[src/rtl/shared_delay_pkg.sv]
// Shared types and default widths for the shared delay arbiter.
package shared_delay_pkg;

  localparam int unsigned SD_N    = 4;
  localparam int unsigned SD_NREQ = 4;

  typedef enum logic {
    IDLE = 1'b0,
    RUN  = 1'b1
  } state_t;

endpackage

[src/rtl/rr_pick.sv]
// Combinational round-robin picker: first set req bit at or above ptr, else lowest set bit.
module rr_pick
  import shared_delay_pkg::*;
#(
  parameter int unsigned NREQ = SD_NREQ
) (
  input  logic [NREQ-1:0]         req,
  input  logic [$clog2(NREQ)-1:0] ptr,
  output logic                    valid,
  output logic [$clog2(NREQ)-1:0] winner
);

  localparam int unsigned PW = $clog2(NREQ);

  logic [PW-1:0] hi_idx;
  logic [PW-1:0] lo_idx;
  logic          hi_any;

  // Scan downward so the lowest qualifying index is the last one written.
  always_comb begin
    hi_idx = '0;
    lo_idx = '0;
    hi_any = 1'b0;
    for (int i = NREQ - 1; i >= 0; i--) begin
      if (req[i]) begin
        lo_idx = PW'(i);
        if (PW'(i) >= ptr) begin
          hi_idx = PW'(i);
          hi_any = 1'b1;
        end
      end
    end
  end

  // Requests at or above the pointer win; otherwise wrap to the lowest set bit.
  always_comb begin
    valid  = |req;
    winner = hi_any ? hi_idx : lo_idx;
  end

endmodule

[src/rtl/shared_delay_arbiter.sv]
// Round-robin shared down-counting delay engine for NREQ requesters.
// Optional SHARED_DELAY_ABORT_EN: owner dropping req during RUN aborts the run without done.
module shared_delay_arbiter
  import shared_delay_pkg::*;
#(
  parameter int unsigned N    = SD_N,
  parameter int unsigned NREQ = SD_NREQ
) (
  input  logic              clk,
  input  logic              reset,
  input  logic [NREQ-1:0]   req,
  input  logic [NREQ*N-1:0] delay,
  output logic [NREQ-1:0]   gnt,
  output logic [NREQ-1:0]   done,
  output logic              busy,
  output logic [N-1:0]      count
);

  localparam int unsigned PW = $clog2(NREQ);

  state_t        state;
  logic [PW-1:0] rr_ptr;
  logic          pick_valid;
  logic [PW-1:0] pick_idx;
  logic [N-1:0]  pick_delay;
  logic [NREQ-1:0] pick_onehot;
  logic [PW:0]   ptr_inc;
  logic [PW-1:0] ptr_next;

  rr_pick #(.NREQ(NREQ)) u_rr_pick (
    .req    (req),
    .ptr    (rr_ptr),
    .valid  (pick_valid),
    .winner (pick_idx)
  );

  // Winner's delay slice and one-hot grant vector.
  always_comb begin
    pick_delay  = '0;
    pick_onehot = '0;
    for (int i = 0; i < NREQ; i++) begin
      if (pick_idx == PW'(i)) begin
        pick_delay     = delay[i*N +: N];
        pick_onehot[i] = 1'b1;
      end
    end
  end

  // Pointer advances to the slot after the winner, wrapping at NREQ.
  always_comb begin
    ptr_inc  = {1'b0, pick_idx} + (PW+1)'(1);
    ptr_next = (ptr_inc >= (PW+1)'(NREQ)) ? '0 : ptr_inc[PW-1:0];
  end

  // Arbitration, counter load/decrement and done pulse generation.
  always_ff @(posedge clk or posedge reset) begin
    if (reset) begin
      state  <= IDLE;
      gnt    <= '0;
      done   <= '0;
      busy   <= 1'b0;
      count  <= '0;
      rr_ptr <= '0;
    end else begin
      done <= '0;
      case (state)
        IDLE: begin
          if (pick_valid) begin
            gnt    <= pick_onehot;
            count  <= pick_delay;
            rr_ptr <= ptr_next;
            busy   <= 1'b1;
            state  <= RUN;
          end
        end
        RUN: begin
`ifdef SHARED_DELAY_ABORT_EN
          if ((req & gnt) == '0) begin
            gnt   <= '0;
            count <= '0;
            busy  <= 1'b0;
            state <= IDLE;
          end else
`endif
          if (count == '0) begin
            done  <= gnt;
            gnt   <= '0;
            busy  <= 1'b0;
            state <= IDLE;
          end else begin
            count <= count - N'(1);
          end
        end
        default: begin
          gnt   <= '0;
          count <= '0;
          busy  <= 1'b0;
          state <= IDLE;
        end
      endcase
    end
  end

endmodule

[config.mk]
export PLATFORM = sky130hd
export DESIGN_NAME = shared_delay_arbiter
export DESIGN_NICKNAME = d
export VERILOG_FILES = /design/src/rtl/shared_delay_pkg.sv /design/src/rtl/rr_pick.sv /design/src/rtl/shared_delay_arbiter.sv
export SDC_FILE = /design/constraint.sdc
export NUM_CORES = 1
export LEC_CHECK = 0
export BUFFER_PORTS_ARGS = -buffer_cell sky130_fd_sc_hd__clkbuf_2
export CORE_UTILIZATION = 50
export DETAILED_ROUTE_END_ITERATION = 10
export HOLD_SLACK_MARGIN = 0.1
export PLACE_DENSITY = 0.84
export SYNTH_ARGS = -nofsm -noshare
export SYNTH_HDL_FRONTEND = slang
export SYNTH_SLANG_ARGS = --single-unit
[constraint.sdc]
create_clock -name clk -period 3.5 [get_ports clk]
set_input_delay 0.175 -clock clk [delete_from_list [all_inputs] [get_ports clk]]
set_output_delay 0.175 -clock clk [all_outputs]
set_load 0.01 [all_outputs]
==> PnR_summary.wiki <==
{| class="wikitable"
! Metric !! Value
|-
| Period utilization || 63.19%
|-
| WL final || 1.924 mm
|-
| Proportion of netlist area held by the largest area contributor || 42.78%
|-
| Static leakage || 0.0005996 uW
|-
| Synthesized flop and latch total || 16
|-
| Number of failing hold endpoints at the final stage || 0
|-
| Starting utilization of the core area || 53.62%
|-
| Initial DRT Pass Iterations || 4
|-
| Setup Crit Path Kind || reg2reg
|-
| Share of flip-flops with an asynchronous set or reset || 100.0%
|-
| Final-stage net count || 165
|-
| Die area || 0.002049 mm^2
|-
| Transition time at the pin with the least slew margin || 0.8625 ns
|-
| Synthesized area per cell || 9.266 um^2
|-
| Share of final-layout standard cells stronger than drive strength 1 || 29.93%
|-
| TritonCTS clock tree || yes
|-
| Post-detailed-route wirelength per cell || 11.88 um
|-
| Top FF cell, synth || dfrtp_1
|-
| Area of the multi-input gates || 488.0 um^2
|-
| Gr usage total || 20.96%
|-
| Count of input and output buffers || 34
|-
| TritonCTS buffer count || 3
|-
| Max Cap Viol || 0
|-
| Count of instances resized after the clock tree is built || 0
|-
| GR Util met3 || 1.200%
|-
| Worst hold path type || in2reg
|-
| Result of the run || finished clean
|-
| Chip Height || 45.27 um
|-
| Standard-cell rows || 15
|-
| Max Clock Freq || 452.2 MHz
|-
| DP Worst Slack || 1.319 ns
|-
| Total global routing overflow || 0
|-
| Unrepaired setup endpoints after global routing || no
|-
| Startpoint type of the worst setup path || register
|-
| Half-perimeter wire length after detailed placement || 1.523 mm
|-
| Max rail drop VDD || 0.4821 mV
|-
| Post-layout worst setup margin || 1.288 ns
|-
| Number of buffers on the longest clock path || 2
|-
| Sequential fraction of the synthesis area || 42.78%
|-
| Number of flops mapped to enable cells by yosys || 0
|-
| Number of antenna violations at the first check in global routing || 0
|-
| Top-level I/O count || 35
|-
| H-tree levels || 1
|-
| Cell family with most CP delay || compound AO/OA/AOI/OAI gates
|-
| Fill cell total of the finished layout || 164
|-
| Post-synthesis net count || 128
|-
| Maximum fanout count along the critical path || 7
|-
| Arrival time at the worst endpoint || 2.39 ns
|-
| Number of setup violations in the final report || 0
|-
| Number of global-route vias before repair || 771
|-
| Clock latency on the worst-skew pair || 0.28 ns
|-
| Commonest cells in the netlist || 17 x nand2_1, 16 x dfrtp_1, 8 x inv_1
|-
| Vias after detailed routing || 857
|-
| Standard cell with the maximum stage delay on the critical path || dfrtp_1
|-
| CP required || 3.68 ns
|-
| Warning count from the yosys run || 0
|-
| Synthesized instance count || 101
|-
| Max_slew headroom || 42.29%
|-
| CP cell instances || mux2i_1, a22oi_1, o21ai_1, inv_1, ha_1, nand2b_1, o22ai_1, a31oi_1, a221o_1
|-
| Placer congestion estimate || 0.7748
|-
| Crit path capture type || register
|-
| Die Span X || 45.27 um
|-
| Sequential cell area || 400.4 um^2
|-
| Wire length of the first global-routing pass || 3.125 mm
|-
| DRC violations left || 0
|-
| Setup TNS || 0 ns
|-
| Met1 usage in global routing || 28.50%
|-
| Pin count of the biggest net entering global routing || 17
|-
| Largest incremental delay on the critical path || 0.45 ns
|-
| Post-Route Skew || 0.008310 ns
|-
| Clk pin slew, worst setup/hold paths || 0.10 ns
|-
| Layer carrying the most global-route usage || met2
|-
| Worst path buffer plus inverter count || 1
|-
| Remaining antenna violation count || 0
|-
| Via density || 5.290
|-
| Final critical-path required period || 2.212 ns
|-
| Detailed router's first-iteration violation count || 20
|-
| Count of final max-slew check failures || 0
|-
| Largest area contributor in the synthesized netlist || dfrtp_1
|-
| Total standard cell area after synthesis || 935.9 um^2
|-
| Distinct cell type count after synthesis || 36
|-
| Top cells by area in the synthesized netlist || dfrtp_1 43%, nand2_1 6.8%, ha_1 6.7%, o21ai_0 3.7%, inv_1 3.2%
|-
| Layout-stage area growth over the synthesis result || 24.60%
|-
| Met2 layer usage reported by global route || 33.91%
|-
| Diode insertion count for antenna repair || 0
|-
| Number of sinks on the clock net || 16
|-
| Placeable core region || 0.001745 mm^2
|-
| CTS Root Cell || clkbuf_4
|-
| Most frequently used cell type in the post-synthesis netlist || nand2_1
|-
| Power Dens Cells || 775.5 mW/mm^2
|}
-- cells in the final DEF, fill, tap and decap left out, types with 2 or more instances in the layout --
cell type,count
ha_1,5
a21oi_1,3
nor2_1,4
nand2_1,17
o21ai_0,7
nand3b_1,2
dfrtp_1,16
clkbuf_2,34
clkbuf_4,3
a22oi_1,2
o211ai_1,3
nand3_1,2
mux2i_1,2
and3_1,4
inv_1,8
o22a_1,3
-- state kept, by name, summed over array words and instances, names as in the netlist --
register and flops:
rr_ptr 2, busy 1, done 4, state 1
gnt 4, count 4
-- worst reg2reg max path: stages, from the launching register on --
cell,delay [ns]
dfrtp_1,0.45
mux2i_1,0.21
a22oi_1,0.10
o21ai_1,0.18
inv_1,0.12
ha_1,0.31
nand2b_1,0.22
o22ai_1,0.15
a31oi_1,0.08
a221o_1,0.30
-- worst paths after layout --
path | startpoint | to | slack, ns | cells past startpoint
setup / recovery | rr_ptr[1]$_DFFE_PP0P_ | count[3]$_DFFE_PP0P_ | 1.29 | 9
hold / removal | delay[6] | count[2]$_DFFE_PP0P_ | 0.23 | 3
setup reg to reg | rr_ptr[1]$_DFFE_PP0P_ | count[3]$_DFFE_PP0P_ | 1.29 | 9
hold reg to reg | busy$_DFFE_PP0P_ | busy$_DFFE_PP0P_ | 0.49 | 1
max in group asynchronous | reset | done[0]$_DFF_PP0_ | 2.63 | 3
min in group asynchronous | reset | count[1]$_DFFE_PP0P_ | 0.48 | 3
-- power breakdown --
part | switching (uW) | leakage [uW] | internal [uW] | total, uW
Clock | 58.1 | 0.0000210 | 63.2 | 121
Combinational | 249 | 0.000376 | 207 | 456
Sequential | 74.2 | 0.000202 | 253 | 327
Total | 381 | 0.000600 | 523 | 904
-- timing repair --
| action | 4_1_cts | 5_1_grt |
|---|---|---|
| hold buffers | 1 | 0 |
| buffers inserted | 0 | 0 |
| hold endpoints to repair | 16 | 0 |
-- logic make-up (layout without fill, tap and decap cells) --
kind of cell / count (synthesis) / in the layout / synth area share [%]
simple gates: 38 / 38 / 21.66
compound gates: 28 / 28 / 20.46
flops: 16 / 16 / 42.78
buf+inv: 11 / 47 / 5.081
fa+ha+maj: 5 / 5 / 6.684
mux: 3 / 3 / 3.342
-- metrics by stage --
stage / std cells / hold WS [ns] / area (um^2) / utilization, % / total power, uW
after floorplan: 101 / 0.08874 / 935.9 / - / 654.7
after global placement: 157 / 0.2399 / 1120 / 64.16 / 766.4
after detailed placement: 157 / 0.2609 / 1120 / 64.16 / 783.9
after CTS: 162 / 0.2342 / 1166 / 66.81 / 906.5
after global routing: 162 / 0.2670 / 1166 / 66.81 / 983.9
final: 162 / 0.2331 / 1166 / 66.81 / 904.4
-- area by class of cell --
cell class	instances	share of cell area, %
inverters	8	2.575
well taps	25	2.682
clock buffers	4	3.112
repair buffers	35	15.45
multi-input cells	74	41.85
flip-flops and latches	16	34.33
-- metal layers --
metal  up-vias  wire [um]
li1        432          -
met1       394        926
met2        29        913
met3         2         65
met4         0         19
met5         -          0
Note: power is estimated with default switching activity, not from simulation.
